**src/rtl/alu_issue_queue.sv**
```systemverilog
// In-order issue queue feeding the ALU: buffers decoded instructions, drives
// register-file read indices and alu_reg inputs, and holds RAW dependents on a 32-entry scoreboard.
module alu_issue_queue #(
  parameter int DEPTH = 8,
  parameter int PC_W  = 64,
  parameter int CNT_W = $clog2(DEPTH) + 1
) (
  input  logic             clk,
  input  logic             reset_n,
  input  logic             enq_valid,
  output logic             enq_ready,
  input  logic [6:0]       enq_opcode,
  input  logic [2:0]       enq_func3,
  input  logic [6:0]       enq_func7,
  input  logic [19:0]      enq_imm,
  input  logic [4:0]       enq_rs1_indx,
  input  logic [4:0]       enq_rs2_indx,
  input  logic [4:0]       enq_rd_indx,
  input  logic [PC_W-1:0]  enq_pc,
  input  logic             wb_valid,
  input  logic [4:0]       wb_rd_indx,
  input  logic             flush,
  output logic             i_valid,
  output logic [6:0]       opcode,
  output logic [2:0]       func3,
  output logic [6:0]       func7,
  output logic [19:0]      imm,
  output logic [4:0]       rs1_indx,
  output logic [4:0]       rs2_indx,
  output logic [4:0]       rd_indx,
  output logic [PC_W-1:0]  pc,
  output logic [CNT_W-1:0] count
);

  localparam int               PTR_W    = $clog2(DEPTH);
  localparam logic [CNT_W-1:0] FULL_CNT = CNT_W'(DEPTH);

  logic [6:0]      r_opcode [DEPTH];
  logic [2:0]      r_func3  [DEPTH];
  logic [6:0]      r_func7  [DEPTH];
  logic [19:0]     r_imm    [DEPTH];
  logic [4:0]      r_rs1    [DEPTH];
  logic [4:0]      r_rs2    [DEPTH];
  logic [4:0]      r_rd     [DEPTH];
  logic [PC_W-1:0] r_pc     [DEPTH];

  logic [PTR_W-1:0] r_head;
  logic [PTR_W-1:0] r_tail;
  logic [CNT_W-1:0] r_count;
  logic [31:0]      r_busy;

  logic        w_nonempty;
  logic        w_enq;
  logic        w_use_rs1;
  logic        w_use_rs2;
  logic        w_rs1_blk;
  logic        w_rs2_blk;
  logic [6:0]  w_head_op;
  logic [4:0]  w_head_rs1;
  logic [4:0]  w_head_rs2;
  logic [4:0]  w_head_rd;
  logic [31:0] w_busy_nxt;

  assign w_nonempty = (r_count != '0);
  assign enq_ready  = (r_count != FULL_CNT);
  assign w_enq      = enq_valid && enq_ready && !flush;
  assign count      = r_count;

  assign w_head_op  = r_opcode[r_head];
  assign w_head_rs1 = r_rs1[r_head];
  assign w_head_rs2 = r_rs2[r_head];
  assign w_head_rd  = r_rd[r_head];

  // Source usage is a property of the stored opcode, not of the raw index fields.
  always_comb begin
    w_use_rs1 = 1'b1;
    w_use_rs2 = 1'b1;
    case (w_head_op)
      7'b0010011, 7'b0011011: w_use_rs2 = 1'b0;
      7'b0110111, 7'b0010111: begin
        w_use_rs1 = 1'b0;
        w_use_rs2 = 1'b0;
      end
      default: ;
    endcase
  end

  assign w_rs1_blk = w_use_rs1 && (w_head_rs1 != 5'd0) && r_busy[w_head_rs1];
  assign w_rs2_blk = w_use_rs2 && (w_head_rs2 != 5'd0) && r_busy[w_head_rs2];
  assign i_valid   = w_nonempty && !flush && !w_rs1_blk && !w_rs2_blk;

  assign opcode   = w_nonempty ? w_head_op        : '0;
  assign func3    = w_nonempty ? r_func3[r_head]  : '0;
  assign func7    = w_nonempty ? r_func7[r_head]  : '0;
  assign imm      = w_nonempty ? r_imm[r_head]    : '0;
  assign rs1_indx = w_nonempty ? w_head_rs1       : '0;
  assign rs2_indx = w_nonempty ? w_head_rs2       : '0;
  assign rd_indx  = w_nonempty ? w_head_rd        : '0;
  assign pc       = w_nonempty ? r_pc[r_head]     : '0;

  // NOTE: blocking assignments in combinational logic execute in order, so the
  // later set overrides an earlier clear of the same index.
  always_comb begin
    w_busy_nxt = r_busy;
    if (wb_valid) w_busy_nxt[wb_rd_indx] = 1'b0;
    if (i_valid && (w_head_rd != 5'd0)) w_busy_nxt[w_head_rd] = 1'b1;
    w_busy_nxt[0] = 1'b0;
  end

  // NOTE: payload storage has no reset; outputs are masked while empty and
  // an entry is only read after it has been written.
  always_ff @(posedge clk) begin
    if (w_enq) begin
      r_opcode[r_tail] <= enq_opcode;
      r_func3[r_tail]  <= enq_func3;
      r_func7[r_tail]  <= enq_func7;
      r_imm[r_tail]    <= enq_imm;
      r_rs1[r_tail]    <= enq_rs1_indx;
      r_rs2[r_tail]    <= enq_rs2_indx;
      r_rd[r_tail]     <= enq_rd_indx;
      r_pc[r_tail]     <= enq_pc;
    end
  end

  // NOTE: sequential state uses non-blocking assignments so every register
  // samples pre-edge values.
  always_ff @(posedge clk or negedge reset_n) begin
    if (!reset_n) begin
      r_head  <= '0;
      r_tail  <= '0;
      r_count <= '0;
      r_busy  <= '0;
    end else begin
      // Scoreboard survives flush: in-flight ALU ops still write back.
      r_busy <= w_busy_nxt;
      if (flush) begin
        r_head  <= '0;
        r_tail  <= '0;
        r_count <= '0;
      end else begin
        if (w_enq)   r_tail <= r_tail + PTR_W'(1);
        if (i_valid) r_head <= r_head + PTR_W'(1);
        case ({w_enq, i_valid})
          2'b10:   r_count <= r_count + CNT_W'(1);
          2'b01:   r_count <= r_count - CNT_W'(1);
          default: ;
        endcase
      end
    end
  end

endmodule

```
**config.mk**
```make
export PLATFORM = sky130hd
export DESIGN_NAME = alu_issue_queue
export DESIGN_NICKNAME = d
export VERILOG_FILES = /design/src/rtl/alu_issue_queue.sv
export SDC_FILE = /design/constraint.sdc
export NUM_CORES = 1
export LEC_CHECK = 0
export CAP_MARGIN = 20
export CORE_UTILIZATION = 40
export CTS_CLUSTER_SIZE = 24
export DETAILED_ROUTE_END_ITERATION = 10
export GPL_TIMING_DRIVEN = 0
export PLACE_DENSITY = 0.63
export SLEW_MARGIN = 20
export SYNTH_ARGS = -nofsm -noshare
export SYNTH_HDL_FRONTEND = slang
export SYNTH_SLANG_ARGS = --single-unit
```
**constraint.sdc**
```tcl
create_clock -name clk -period 14.9 [get_ports clk]
set_clock_uncertainty 0.1 [all_clocks]
set_input_delay 2.98 -clock clk [delete_from_list [all_inputs] [get_ports clk]]
set_output_delay 2.98 -clock clk [all_outputs]
set_load 0.01 [all_outputs]
```
==> flow_summary.ini <==
[pwr]
p_clk_share_pct = 31.3
intPower_w = 0.00557
swShare_pct = 29.1
leakage_nw = 15.1
switchingPower_w = 0.00228
power_density_nw_per_um2 = 167
proportion_of_power_drawn_by_combinational_gates_pct = 28.0
power.share.sequential_pct = 40.7
irDropWorstVdd_mv = 0.125

[cells_and_area]
synthToLayoutAreaGrowth_pct = 22.7
nets = 2508
drive_gt1_share_pct = 22.4
multi_input_area_um2 = 8930
num-fill-cells = 7770
register_area_um2 = 28900

[synthesis]
synthDistinctLibCells = 66
seq_area_frac_synth_pct = 75.4
syn_avg_cell_area_um2 = 19.7
postSynthNetCount = 2076
yosys_register_bits = 969
synthArstFlopShare_pct = 4.23
post_synth_inst_count = 1945
yosys_most_used_dff = sky130_fd_sc_hd__edfxtp_1
synth.cell_area_um2 = 38300
synthesis_warnings = 0
number_of_synthesized_flops_with_an_enable_pin = 928

[worst_setup_path]
timing.critical_path.from_type = flop
max_stage_delay_ns = 0.73
worst_path_most_repeated_cell = sky130_fd_sc_hd__buf_2
critical_path_peak_fanout = 10
critical_path_class = flop to primary output
endpoint_kind = primary output
timing.critical_path.arrival_ns = 5.49
critical_path.top_delay_family = buffers and inverters
cp_slowest_cell = sky130_fd_sc_hd__clkbuf_1
timing.critical_path.cells = buf_2 -> buf_2 -> buf_2 -> buf_2 -> clkbuf_2 -> clkbuf_1 -> clkbuf_1 -> mux4_2 -> nand2_1 -> a21oi_1 -> clkdlybuf4s50_1
critical_path.n_buffers_inverters = 8
worst_endpoint_required_time_ns = 11.82

[sta]
tightest_slew_ns = 0.966
timing.final.setup_violations = 0
maxClockFrequency_mhz = 117
final.setup.tns_ns = 0
layout_worst_path_cycle_share_pct = 57.5
grt_setup_unrepaired = false
finalHoldViolations = 0
final.min_clock_period_ns = 8.57
final.hold.worst_slack_ns = 0.436
max-slew-margin-rel_pct = 35.6
finalMaxSlewViolations = 0

[clocking]
cts-root-buf = sky130_fd_sc_hd__clkbuf_16
cts_max_path_buffers = 3
ctsResizeCount = 0
cts.sink_count = 969
cts_made_buffers = 100
cts_htree_levels = 3
postCtsHoldBufs = 0
clk_latency_ns = 0.67
cts_setup_buffers = 0
worst_setup_hold_path_clk_slew_ns = 0.06
tritoncts = done

[routing]
post-route-drc-count = 0
postRouteAntennaNets = 0
route.final.wire_length_um = 96100
drt-vias-per-instance = 5.43
drt_first_pass_iters = 5
drt_iter0_markers = 1651
route.vias.total = 20300
wl_per_cell_um = 25.8

[global_route]
grt_overflow = 0
grtUsageTotal_pct = 19.9
grt_pass1_wl_um = 142000
grt_start_max_net_pins = 27
number_of_global_route_vias_before_repair = 21300
grt_antenna_before_repair = 17

[die]
io-pin-count = 248
cell_rows = 113
floorplan.die_area_um2 = 97000
core_um2 = 95000
floorplan.initialDensity_pct = 40.3
fp.dieW_um = 312
die_height_um = 312

[outcome]
outcome = finished clean

[run]
max_cap_viol_count = 0

[place]
routabilityCongestion = 0.802
port-buffer-count = 247
detailed_place_hpwl_um = 63200

[worst_hold_path]
hold_path_class = flop to flop
[layout make-up]
cell class | count | area share [%]
timing repair buffer | 330 | 8.11
multi-input combinational | 857 | 19.0
inverter | 8 | 0.0638
antenna | 6 | 0.0319
buffer | 111 | 1.13
clock inverter | 65 | 1.41
tap | 1265 | 3.37
sequential | 969 | 61.4
clock buffer | 119 | 5.47
[power by group through the flow]
stage	sequential [W]	clock, W	combinational [W]
6_report	0.00319	0.00246	0.00220
4_1_cts	0.00319	0.00251	0.00224
5_1_grt	0.00320	0.00261	0.00236
3_3_place_gp	0.00329	0	0.00216
3_5_place_dp	0.00325	0	0.00222
2_1_floorplan	0.00324	0	0.00124
[path summary, 6_finish.rpt]
path                       slack (ns)             startpoint  cells past startpoint               endpoint
setup / recovery                 6.33  r_head[1]$_DFFE_PN0P_                     11                 pc[58]
hold / removal                   0.44    r_busy[4]$_DFF_PN0_                      2    r_busy[4]$_DFF_PN0_
setup reg to reg                 9.52  r_head[2]$_DFFE_PN0P_                     17   count[3]$_DFFE_PN0P_
hold reg to reg                  0.44    r_busy[4]$_DFF_PN0_                      2    r_busy[4]$_DFF_PN0_
max in group asynchronous       12.06                reset_n                      2  r_tail[0]$_DFFE_PN0P_
min in group asynchronous        2.14                reset_n                      1   r_busy[18]$_DFF_PN0_
[metrics by stage]
step                cell area, um2  power (W)  util (%)  cells  worst slack (ns)
finish                       47000    0.00785      49.5   3730              6.33
global placement             42400    0.00546      44.6   3457             -6.95
CTS                          47000    0.00794      49.5   3723              6.20
floorplan                    38300    0.00448         -   1945              2.63
detailed placement           43800    0.00547      46.1   3539              6.85
global route                 47000    0.00817      49.5   3728              6.08
[routing by layer]
layer	track usage [%]	share of wire [%]
met1	26.6	42
met2	32.3	49
met3	4.79	6.7
met4	6.06	2.0
met5	0	0.17
[logic make-up (layout without fill, tap and decap cells)]
| family | Yosys count | count (layout) | share of synthesized area (%) |
|---|---|---|---|
| adders and majority gates | 5 | 5 | 0.183 |
| xor gates and xnor gates | 3 | 3 | 0.0686 |
| AOI/OAI and AO/OA | 223 | 223 | 4.07 |
| muxes | 274 | 274 | 14.8 |
| DFF | 969 | 969 | 75.4 |
| and+or+nand+nor | 352 | 352 | 4.06 |
| other | 0 | 6 | 0 |
| buffers and inverters | 119 | 633 | 1.46 |
[state kept, by name, indices dropped and copies added (netlist names)]
register  count
count         4
r_head        3
r_rd         40
r_rs2        40
r_func3      24
r_imm       160
r_opcode     56
r_pc        512
r_busy       31
r_tail        3
r_rs1        40
r_func7      56
[cells in the mapped netlist, types with 7 or more instances]
master / instances / area, um2
sky130_fd_sc_hd__a211oi_1: 7 / 52.6
sky130_fd_sc_hd__a21oi_1: 108 / 541
sky130_fd_sc_hd__and2_1: 7 / 43.8
sky130_fd_sc_hd__and3_1: 10 / 62.6
sky130_fd_sc_hd__buf_2: 29 / 145
sky130_fd_sc_hd__clkbuf_1: 65 / 244
sky130_fd_sc_hd__dfrtp_1: 41 / 1030
sky130_fd_sc_hd__edfxtp_1: 928 / 27900
sky130_fd_sc_hd__mux2i_1: 35 / 350
sky130_fd_sc_hd__mux4_2: 230 / 5180
sky130_fd_sc_hd__nand2_1: 229 / 860
sky130_fd_sc_hd__nand3_1: 12 / 60.1
sky130_fd_sc_hd__nand3b_1: 7 / 52.6
sky130_fd_sc_hd__nand4_1: 7 / 43.8
sky130_fd_sc_hd__nor2_1: 39 / 146
sky130_fd_sc_hd__nor3_1: 8 / 40.0
sky130_fd_sc_hd__nor3b_1: 7 / 52.6
sky130_fd_sc_hd__o21ai_0: 38 / 190
sky130_fd_sc_hd__o41ai_1: 9 / 78.8
sky130_fd_sc_hd__o41ai_2: 22 / 358
[cells in the final DEF (no fill, tap or decap), types with 7 or more instances in the layout]
cell type / instances
sky130_fd_sc_hd__mux2i_1: 35
sky130_fd_sc_hd__buf_4: 32
sky130_fd_sc_hd__nor2_1: 33
sky130_fd_sc_hd__clkinv_2: 21
sky130_fd_sc_hd__buf_12: 24
sky130_fd_sc_hd__a211oi_1: 7
sky130_fd_sc_hd__buf_2: 31
sky130_fd_sc_hd__nand4_1: 7
sky130_fd_sc_hd__nand3b_1: 7
sky130_fd_sc_hd__buf_6: 15
sky130_fd_sc_hd__nand3_1: 12
sky130_fd_sc_hd__mux4_2: 230
sky130_fd_sc_hd__o41ai_1: 9
sky130_fd_sc_hd__clkbuf_16: 100
sky130_fd_sc_hd__o21ai_0: 38
sky130_fd_sc_hd__a21oi_1: 108
sky130_fd_sc_hd__and2_1: 7
sky130_fd_sc_hd__clkbuf_1: 80
sky130_fd_sc_hd__nor3b_1: 7
sky130_fd_sc_hd__buf_16: 19
sky130_fd_sc_hd__edfxtp_1: 928
sky130_fd_sc_hd__clkinv_1: 23
sky130_fd_sc_hd__clkdlybuf4s50_1: 246
sky130_fd_sc_hd__bufinv_16: 11
sky130_fd_sc_hd__nand2_1: 229
sky130_fd_sc_hd__o41ai_2: 22
sky130_fd_sc_hd__dfrtp_1: 41
sky130_fd_sc_hd__and3_1: 10
[worst min-delay path, stage by stage, from the launching register on]
cell and delay [ns]:
sky130_fd_sc_hd__dfrtp_1 0.34, sky130_fd_sc_hd__o21ai_0 0.09, sky130_fd_sc_hd__o41ai_1 0.07
(Power assumes the default switching activity.)
